--- config.mk ---
export PLATFORM = sky130hd
export DESIGN_NAME = ps_frame_gen
export DESIGN_NICKNAME = d
export VERILOG_FILES = /design/src/rtl/ps_frame_gen.sv
export SDC_FILE = /design/constraint.sdc
export NUM_CORES = 1
export LEC_CHECK = 0
export ABC_AREA = 1
export CORE_MARGIN = 8
export CORE_UTILIZATION = 50
export DETAILED_ROUTE_END_ITERATION = 7
export PLACE_DENSITY_LB_ADDON = 0.08
export SYNTH_ARGS = -nofsm -noshare
export SYNTH_HDL_FRONTEND = slang
export SYNTH_SLANG_ARGS = --single-unit
--- constraint.sdc ---
create_clock -name clk -period 1.7 [get_ports clk]
set_input_delay 0.34 -clock clk [delete_from_list [all_inputs] [get_ports clk]]
set_output_delay 0.34 -clock clk [all_outputs]
set_load 0.01 [all_outputs]
--- src/rtl/ps_frame_gen.sv ---
// Power-supply link frame generator: SOP, ADDR, CMD, N_DATA payload, EOP, with IDLE fill between frames.
// Trigger requests are merged into one pending flag; data requests wait in a single holding register.
module ps_frame_gen #(
  parameter int          N_DATA    = 6,
  parameter logic [7:0]  SOP       = 8'h3C,
  parameter logic [7:0]  EOP       = 8'hBC,
  parameter logic [7:0]  IDLE      = 8'h5C,
  parameter logic [7:0]  CMD_TRIG  = 8'h70,
  parameter logic [7:0]  CMD_DATA  = 8'h40,
  parameter logic [7:0]  TRIG_ADDR = 8'h00,
  parameter int          GAP       = 1
) (
  input  logic                  clk,
  input  logic                  rst_n,
  input  logic                  trig_req,
  input  logic                  wr_valid,
  output logic                  wr_ready,
  input  logic [7:0]            wr_addr,
  input  logic [8*N_DATA-1:0]   wr_data,
  input  logic                  tx_ready,
  output logic [7:0]            tx_data,
  output logic                  tx_k,
  output logic                  tx_sof,
  output logic                  tx_eof,
  output logic                  busy,
  output logic [7:0]            trig_ovf_cnt
);

  localparam int IDX_W = (N_DATA > 1) ? $clog2(N_DATA) : 1;
  localparam int GAP_W = $clog2(GAP + 1) + 1;
  localparam logic [GAP_W:0] GAP_V = (GAP_W + 1)'(GAP);

  typedef enum logic [2:0] {S_IDLE, S_SOP, S_ADDR, S_CMD, S_DATA, S_EOP} state_t;

  state_t              state_reg;
  logic [IDX_W-1:0]    idx_reg;
  logic [GAP_W-1:0]    gap_cnt_reg;
  logic                is_trig_reg;
  logic                trig_pending_reg;
  logic [7:0]          trig_ovf_cnt_reg;
  logic                hold_full_reg;
  logic [7:0]          hold_addr_reg;
  logic [8*N_DATA-1:0] hold_data_reg;
  logic [7:0]          tx_data_reg;
  logic                tx_k_reg;
  logic                tx_sof_reg;
  logic                tx_eof_reg;

  logic [7:0]       payload [N_DATA];
  logic [IDX_W-1:0] idx_inc;
  logic             gap_met;
  logic             start_frame;
  logic             start_trig;
  logic             last_byte;
  logic             eop_data;

  for (genvar gi = 0; gi < N_DATA; gi++) begin : g_payload
    assign payload[gi] = hold_data_reg[8*(N_DATA-1-gi) +: 8];
  end

  // gap_cnt counts IDLE bytes already on the line before the current one.
  assign gap_met     = ({1'b0, gap_cnt_reg} + (GAP_W + 1)'(1)) >= GAP_V;
  assign idx_inc     = idx_reg + IDX_W'(1);
  assign last_byte   = (idx_reg == IDX_W'(N_DATA - 1));
  assign start_frame = tx_ready && (state_reg == S_IDLE) && gap_met && (trig_pending_reg || hold_full_reg);
  assign start_trig  = start_frame && trig_pending_reg;
  assign eop_data    = tx_ready && (state_reg == S_DATA) && last_byte && !is_trig_reg;

  always_ff @(posedge clk or negedge rst_n) begin
    if (!rst_n) begin
      trig_pending_reg <= 1'b0;
      trig_ovf_cnt_reg <= 8'd0;
      hold_full_reg    <= 1'b0;
      hold_addr_reg    <= 8'd0;
      hold_data_reg    <= '0;
    end else begin
      if (trig_req && trig_pending_reg && (trig_ovf_cnt_reg != 8'hFF))
        trig_ovf_cnt_reg <= trig_ovf_cnt_reg + 8'd1;
      if (trig_req)
        trig_pending_reg <= 1'b1;
      else if (start_trig)
        trig_pending_reg <= 1'b0;
      if (wr_valid && !hold_full_reg) begin
        hold_full_reg <= 1'b1;
        hold_addr_reg <= wr_addr;
        hold_data_reg <= wr_data;
      end else if (eop_data) begin
        hold_full_reg <= 1'b0;
      end
    end
  end

  always_ff @(posedge clk or negedge rst_n) begin
    if (!rst_n) begin
      state_reg   <= S_IDLE;
      idx_reg     <= '0;
      gap_cnt_reg <= GAP_W'(GAP);
      is_trig_reg <= 1'b0;
      tx_data_reg <= IDLE;
      tx_k_reg    <= 1'b1;
      tx_sof_reg  <= 1'b0;
      tx_eof_reg  <= 1'b0;
    end else if (tx_ready) begin
      tx_sof_reg <= 1'b0;
      tx_eof_reg <= 1'b0;
      tx_k_reg   <= 1'b0;
      case (state_reg)
        S_IDLE: begin
          tx_k_reg <= 1'b1;
          if (start_frame) begin
            state_reg   <= S_SOP;
            is_trig_reg <= trig_pending_reg;
            tx_data_reg <= SOP;
            tx_sof_reg  <= 1'b1;
          end else begin
            tx_data_reg <= IDLE;
            if ({1'b0, gap_cnt_reg} < GAP_V)
              gap_cnt_reg <= gap_cnt_reg + GAP_W'(1);
          end
        end
        S_SOP: begin
          state_reg   <= S_ADDR;
          tx_data_reg <= is_trig_reg ? TRIG_ADDR : hold_addr_reg;
        end
        S_ADDR: begin
          state_reg   <= S_CMD;
          tx_data_reg <= is_trig_reg ? CMD_TRIG : CMD_DATA;
        end
        S_CMD: begin
          state_reg   <= S_DATA;
          idx_reg     <= '0;
          tx_data_reg <= is_trig_reg ? 8'h00 : payload[0];
        end
        S_DATA: begin
          if (last_byte) begin
            state_reg   <= S_EOP;
            tx_data_reg <= EOP;
            tx_k_reg    <= 1'b1;
            tx_eof_reg  <= 1'b1;
          end else begin
            idx_reg     <= idx_inc;
            tx_data_reg <= is_trig_reg ? 8'h00 : payload[idx_inc];
          end
        end
        default: begin
          state_reg   <= S_IDLE;
          gap_cnt_reg <= '0;
          tx_data_reg <= IDLE;
          tx_k_reg    <= 1'b1;
        end
      endcase
    end
  end

  assign tx_data      = tx_data_reg;
  assign tx_k         = tx_k_reg;
  assign tx_sof       = tx_sof_reg;
  assign tx_eof       = tx_eof_reg;
  assign wr_ready     = ~hold_full_reg;
  assign busy         = (state_reg != S_IDLE) || trig_pending_reg || hold_full_reg;
  assign trig_ovf_cnt = trig_ovf_cnt_reg;

endmodule

Word-level counts from Yosys, hierarchy flattened
Index checks and enable logic that the tools add are counted.
{"block": "word_totals", "regBits": 86, "out_inout_bits": 21, "word_cells": 87}
{"block": "classes", "eq_ne": 11, "reduce_logical": 26, "bitwise": 3, "magnitude_cmp": 3, "add_sub_neg": 4, "n_mux": 27}
{"op": "8-bit 2-to-1 mux", "n": 6}
{"op": "8-bit one-hot mux with 5 select lines", "n": 1}
{"op": "8-bit binary-select mux with 3-bit select", "n": 1}
{"op": "3-bit one-hot mux with 5 select lines", "n": 1}
{"op": "1-bit logical AND", "n": 10}
{"op": "3-bit 2-to-1 mux", "n": 3}
{"op": "3-bit AND reduction", "n": 3}
{"op": "8-bit by 1-bit adder with 8-bit output (second input constant)", "n": 1}
{"op": "1-bit 2-to-1 mux", "n": 8}
{"op": "2-bit != test (second input constant)", "n": 4}
{"op": "8-bit != test (second input constant)", "n": 1}
{"op": "7-bit 2-to-1 mux", "n": 1}
{"op": "3-bit by 2-bit equality test with 1-bit output (second input constant)", "n": 2}
{"op": "3-bit equality test (second input constant)", "n": 2}
{"op": "6-bit 2-to-1 mux", "n": 1}
{"op": "3-bit one-hot mux with 2 select lines", "n": 1}
{"op": "2-bit nonzero test", "n": 3}
{"op": "4-bit greater-or-equal comparator (second input constant)", "n": 1}
{"op": "2-bit 2-to-1 mux", "n": 2}
{"op": "3-bit inverter with 4-bit output", "n": 1}
{"op": "2-bit one-hot mux with 2 select lines", "n": 1}
{"op": "4-bit AND reduction", "n": 1}
{"op": "4-bit OR reduction", "n": 1}
{"op": "2-bit by 1-bit adder with 3-bit output (second input constant)", "n": 1}
{"op": "other kinds (13)", "n": 17}

Logic depth before layout (Yosys ltp)
{"block": "depth", "word_depth": 8, "mapped_depth": 13, "mapped_depth_nobuf": 12}

Worst setup path before layout
OpenSTA, ideal clock, no wires.
{"block": "synth_timing", "kind": "reg-to-reg", "startpoint": "register idx_reg[0]", "endpoint": "register tx_data_reg[2] (netlist: tx_data[2])", "path_slack_ns": 0.217, "required_time_ns": 1.627, "arrival_time_ns": 1.410, "synth_period_minus_slack_ns": 1.483, "path_buffers": 2, "path_stages_with_launch": 12, "cell_sequence": "dfrtp_1 ha_1 buf_2 buf_4 nor2_1 nor2_1 nand2_1 nand2_1 nand2_1 nand2_1 nand2_1 a21oi_1"}
{"block": "synth_between", "elab_chain_len": 8, "word_cells_on_any_way": 9, "classes_between": "add/sub: 1; eq/ne: 1; mux: 6; bitwise: 1"}
{"item": "start: declaration", "line_no": "36", "rtl": "logic [IDX_W-1:0] idx_reg;"}
{"item": "start signal: assignment", "line_no": "141", "rtl": "idx_reg <= idx_inc;"}
{"item": "3-bit by 1-bit adder with 3-bit output", "line_no": "63", "rtl": "assign idx_inc = idx_reg + IDX_W'(1);"}
{"item": "3-bit inverter with 4-bit output (implied by the code)", "line_no": "142", "rtl": "tx_data_reg <= is_trig_reg ? 8'h00 : payload[idx_inc];"}
{"item": "8-bit binary-select mux with 3-bit select", "line_no": "142"}
{"item": "8-bit 2-to-1 mux (implied by the code) (2 in a row)", "line_no": "142"}
{"item": "8-bit 2-to-1 mux", "line_no": "142"}
{"item": "8-bit 2-to-1 mux *", "line_no": "135", "rtl": "if (last_byte) begin"}
{"item": "8-bit one-hot mux with 5 select lines *", "line_no": "107", "rtl": "case (state_reg)"}
{"item": "end signal: assignment", "line_no": "123", "rtl": "tx_data_reg <= is_trig_reg ? TRIG_ADDR : hold_addr_reg;"}
{"item": "end signal: assignment", "line_no": "132", "rtl": "tx_data_reg <= is_trig_reg ? 8'h00 : payload[0];"}
{"item": "end signal: assignment", "line_no": "142"}
{"item": "end: declaration", "line_no": "44", "rtl": "logic [7:0] tx_data_reg;"}
Mark *: on every way between the ends. The rest lies on a longest branch, timed or not. The select of a mux whose other input is x is not followed.
A chain may end at the register's enable or synchronous reset.

Final worst setup path
{"block": "layout_timing", "startpoint": "register trig_ovf_cnt_reg[1] (netlist: trig_ovf_cnt[1])", "endpoint": "output port trig_ovf_cnt[1]"}
{"item": "start: declaration", "line_no": "40", "rtl": "logic [7:0] trig_ovf_cnt_reg;"}
{"item": "start signal: assignment", "line_no": "78", "rtl": "trig_ovf_cnt_reg <= trig_ovf_cnt_reg + 8'd1;"}
{"item": "end: declaration", "line_no": "26", "rtl": "output logic [7:0] trig_ovf_cnt"}
No word-level cell between the ends.

==> results.md <==
* Initial Util at 51.1%
* Slew Viols, Final at 0
* Clk_lat worst skew at 360 ps
* Setup TNS at 0 ps
* Max transition margin at 74.7%
* VDD IR max at 0.717 mV
* Die width at 107 um
* Top Family by Delay on Critical Path: buffers and inverters
* Clock sinks at 84
* Critical Path, Cell by Cell: clkdlybuf4s50_1
* Rows at 33
* Layout cells sized above 1 at 17.9%
* # DRC at 0
* First-pass GRT wire length at 17.0 mm
* Crit-path slowest cell: clkdlybuf4s50_1
* WP data arrival at 1310 ps
* Core area at 0.00818 sq mm
* TritonCTS Buffers at 9
* Yosys warns at 0
* Pwr dens at 1530 mW/mm^2
* Die ar. at 0.0115 sq mm
* Global Route Usage Sum at 18.3%
* Max-Cap Viols at 0
* Cell chosen for the clock root: clkbuf_8
* Gate count after technology mapping at 478
* Tmin final at 1650 ps
* Highest clock rate at 0.607 GHz
* M1 GR Usage at 24.5%
* Critical path class: register to output pin
* Lkg Pwr at 2.64 nW
* Layout Nets at 639
* Maximum clock path buffer count at 2
* RSZ-0062 raised after global routing: false
* Routed wire length at 9.99 mm
* Met2 usage at 29.1%
* Slew @ Worst Pin at 379 ps
* Global routing usage on met3 at 3.17%
* Mapped Avg Cell Area at 8.73 sq um
* Initial antenna violation count at 0
* Sequential share of the synthesized area at 50.5%
* Die Span Y at 107 um
* Worst path bufs/invs at 1
* Ports at 82
* Number of global-route vias before repair at 3547
* Worst-path clk slew at 90 ps
* Area Overhead vs Synth at 31.9%
* Final Wtd Congestion at 0.904
* Netlist Area Pre-Place at 0.00417 sq mm
* Largest net degree at the start of global routing at 33
* Initial detailed-routing violation count at 154
* Final core occ at 67.3%
* Worst reg2reg path depth at 7
* Routed wire per std cell at 14.6 um
* Grt ovf at 0
* GR peak layer: met2
* HPWL Detailed at 7.47 mm
* CTS tree: yes
* Startpoint types: register
* Clock Skew at 10.1 ps
* Synthesized flop and latch total at 84
* Ant diodes at 0
* CP Depth at 1
* Post-route ant nets at 0
* Htree depth at 3
* Syn nets at 542
* Final hold vios at 0
* CP max FO at 4
* Fill cells at 692
* Pre-antenna DRT Iters at 4
* Hold crit path type: input port to async pin
* Synth unique cells at 35
* Via/cell ratio at 5.06
* Setup violators final at 0
* Max FFs per register at 48
* Worst Path Required at 1360 ps
* Post-route clock period utilization at 96.9%
* CP Capture Type: output pin
* Total number of vias at 3465
* Slowest stage delay, CP at 550 ps
* Buffers on Ports at 81
* Status: complete, no violations
[metrics by stage]
stage	worst slack (ps)	hold slack (ps)	std cells	power (mW)	cell area [sq um]
2_1_floorplan	217	44.4	478	5.52	4170
3_3_place_gp	103	284	663	6.68	5200
3_5_place_dp	52.5	285	663	6.78	5200
4_1_cts	1.89	433	684	8.41	5460
5_1_grt	1.44	465	685	9.08	5500
6_report	51.9	436	685	8.44	5500
[layout make-up]
class / count / area [sq um] / share of cell area, %
clock buffer: 11 / 141 / 2.57
inverter: 46 / 173 / 3.14
clock inverter: 5 / 83.8 / 1.52
timing repair buffer: 106 / 1050 / 19.1
tap: 105 / 131 / 2.39
multi-input combinational: 328 / 1810 / 33.0
sequential: 84 / 2110 / 38.3
[report_power, final]
group,internal [mW],switching [mW]
Clock,0.874,0.749
Combinational,1.63,2.00
Sequential,2.75,0.431
[logic make-up after synthesis]
group | share of synthesized area, %
DFF | 50.5
muxes | 8.63
and+or+nand+nor | 21.9
adders and majority gates | 0.899
AOI/OAI and AO/OA | 9.29
xor gates and xnor gates | 1.86
buffers and inverters | 6.86
[path summary, 6_finish.rpt]
path / start / end / slack, ps
worst min register to register: tx_data[7]$_DFFE_PN0P_ / tx_data[7]$_DFFE_PN0P_ / 490
worst max register to register: state_reg[0]$_DFFE_PN0P_ / idx_reg[0]$_DFFE_PN0P_ / 140
worst max-delay path: trig_ovf_cnt[1]$_DFFE_PN0P_ / trig_ovf_cnt[1] / 50
worst min-delay path: rst_n / hold_addr_reg[3]$_DFFE_PN0P_ / 440
max in group asynchronous: rst_n / idx_reg[0]$_DFFE_PN0P_ / 760
min in group clk: tx_data[7]$_DFFE_PN0P_ / tx_data[7]$_DFFE_PN0P_ / 490
[cell usage in the layout, fill, tap and decap left out, types with 4 or more instances in the layout]
master           instances
nand3_1                 21
a21oi_1                 39
inv_2                    4
nor2_1                  54
dfrtp_1                 78
clkbuf_8                10
inv_1                   41
dlygate4sd2_1            6
o21ai_0                 26
nor2_4                   4
buf_12                   5
buf_4                   20
clkdlybuf4s50_1         72
nand2_1                116
nand3_2                  4
dfstp_2                  5
mux2_2                  32
[per-layer routing]
layer | up-vias | part of all wire [%]
met5 | - | 0
met3 | 13 | 4.2
met2 | 84 | 47
li1 | 1732 | -
met4 | 0 | 1.5
met1 | 1636 | 47
[cells in the mapped netlist]
library cell	number	area, sq um
xnor2_2	1	16.3
inv_1	41	154
o211ai_1	1	7.51
xor2_1	4	35.0
clkbuf_2	1	5.00
nand2_1	116	435
a21boi_1	1	7.51
nand3_4	1	17.5
o21bai_1	1	7.51
nand2_2	3	18.8
nand3_1	21	105
nor3_2	1	10.0
o21a_1	1	7.51
buf_2	12	60.1
dfrtp_1	79	1980
nor2_4	3	33.8
nor2_2	2	12.5
mux2_2	32	360
inv_2	4	15.0
a21oi_1	41	205
nor3_1	2	10.0
xnor2_1	3	26.3
clkinv_1	1	3.75
o21ai_0	26	130
clkbuf_1	1	3.75
nand4_1	3	18.8
nand3_2	4	40.0
nor2_1	54	203
buf_6	2	22.5
dfstp_2	5	131
ha_1	3	37.5
a22oi_1	3	22.5
buf_4	2	15.0
buf_1	2	7.51
nand2_4	1	11.3
[what timing repair did]
action,CTS,global route
setup endpoints to repair,11,10
resized for setup,10,8
setup buffers,4,1
pin swaps,0,1
endpoints found under the hold margin,20,0
hold buffers,1,0
(Power assumes the default switching activity.)
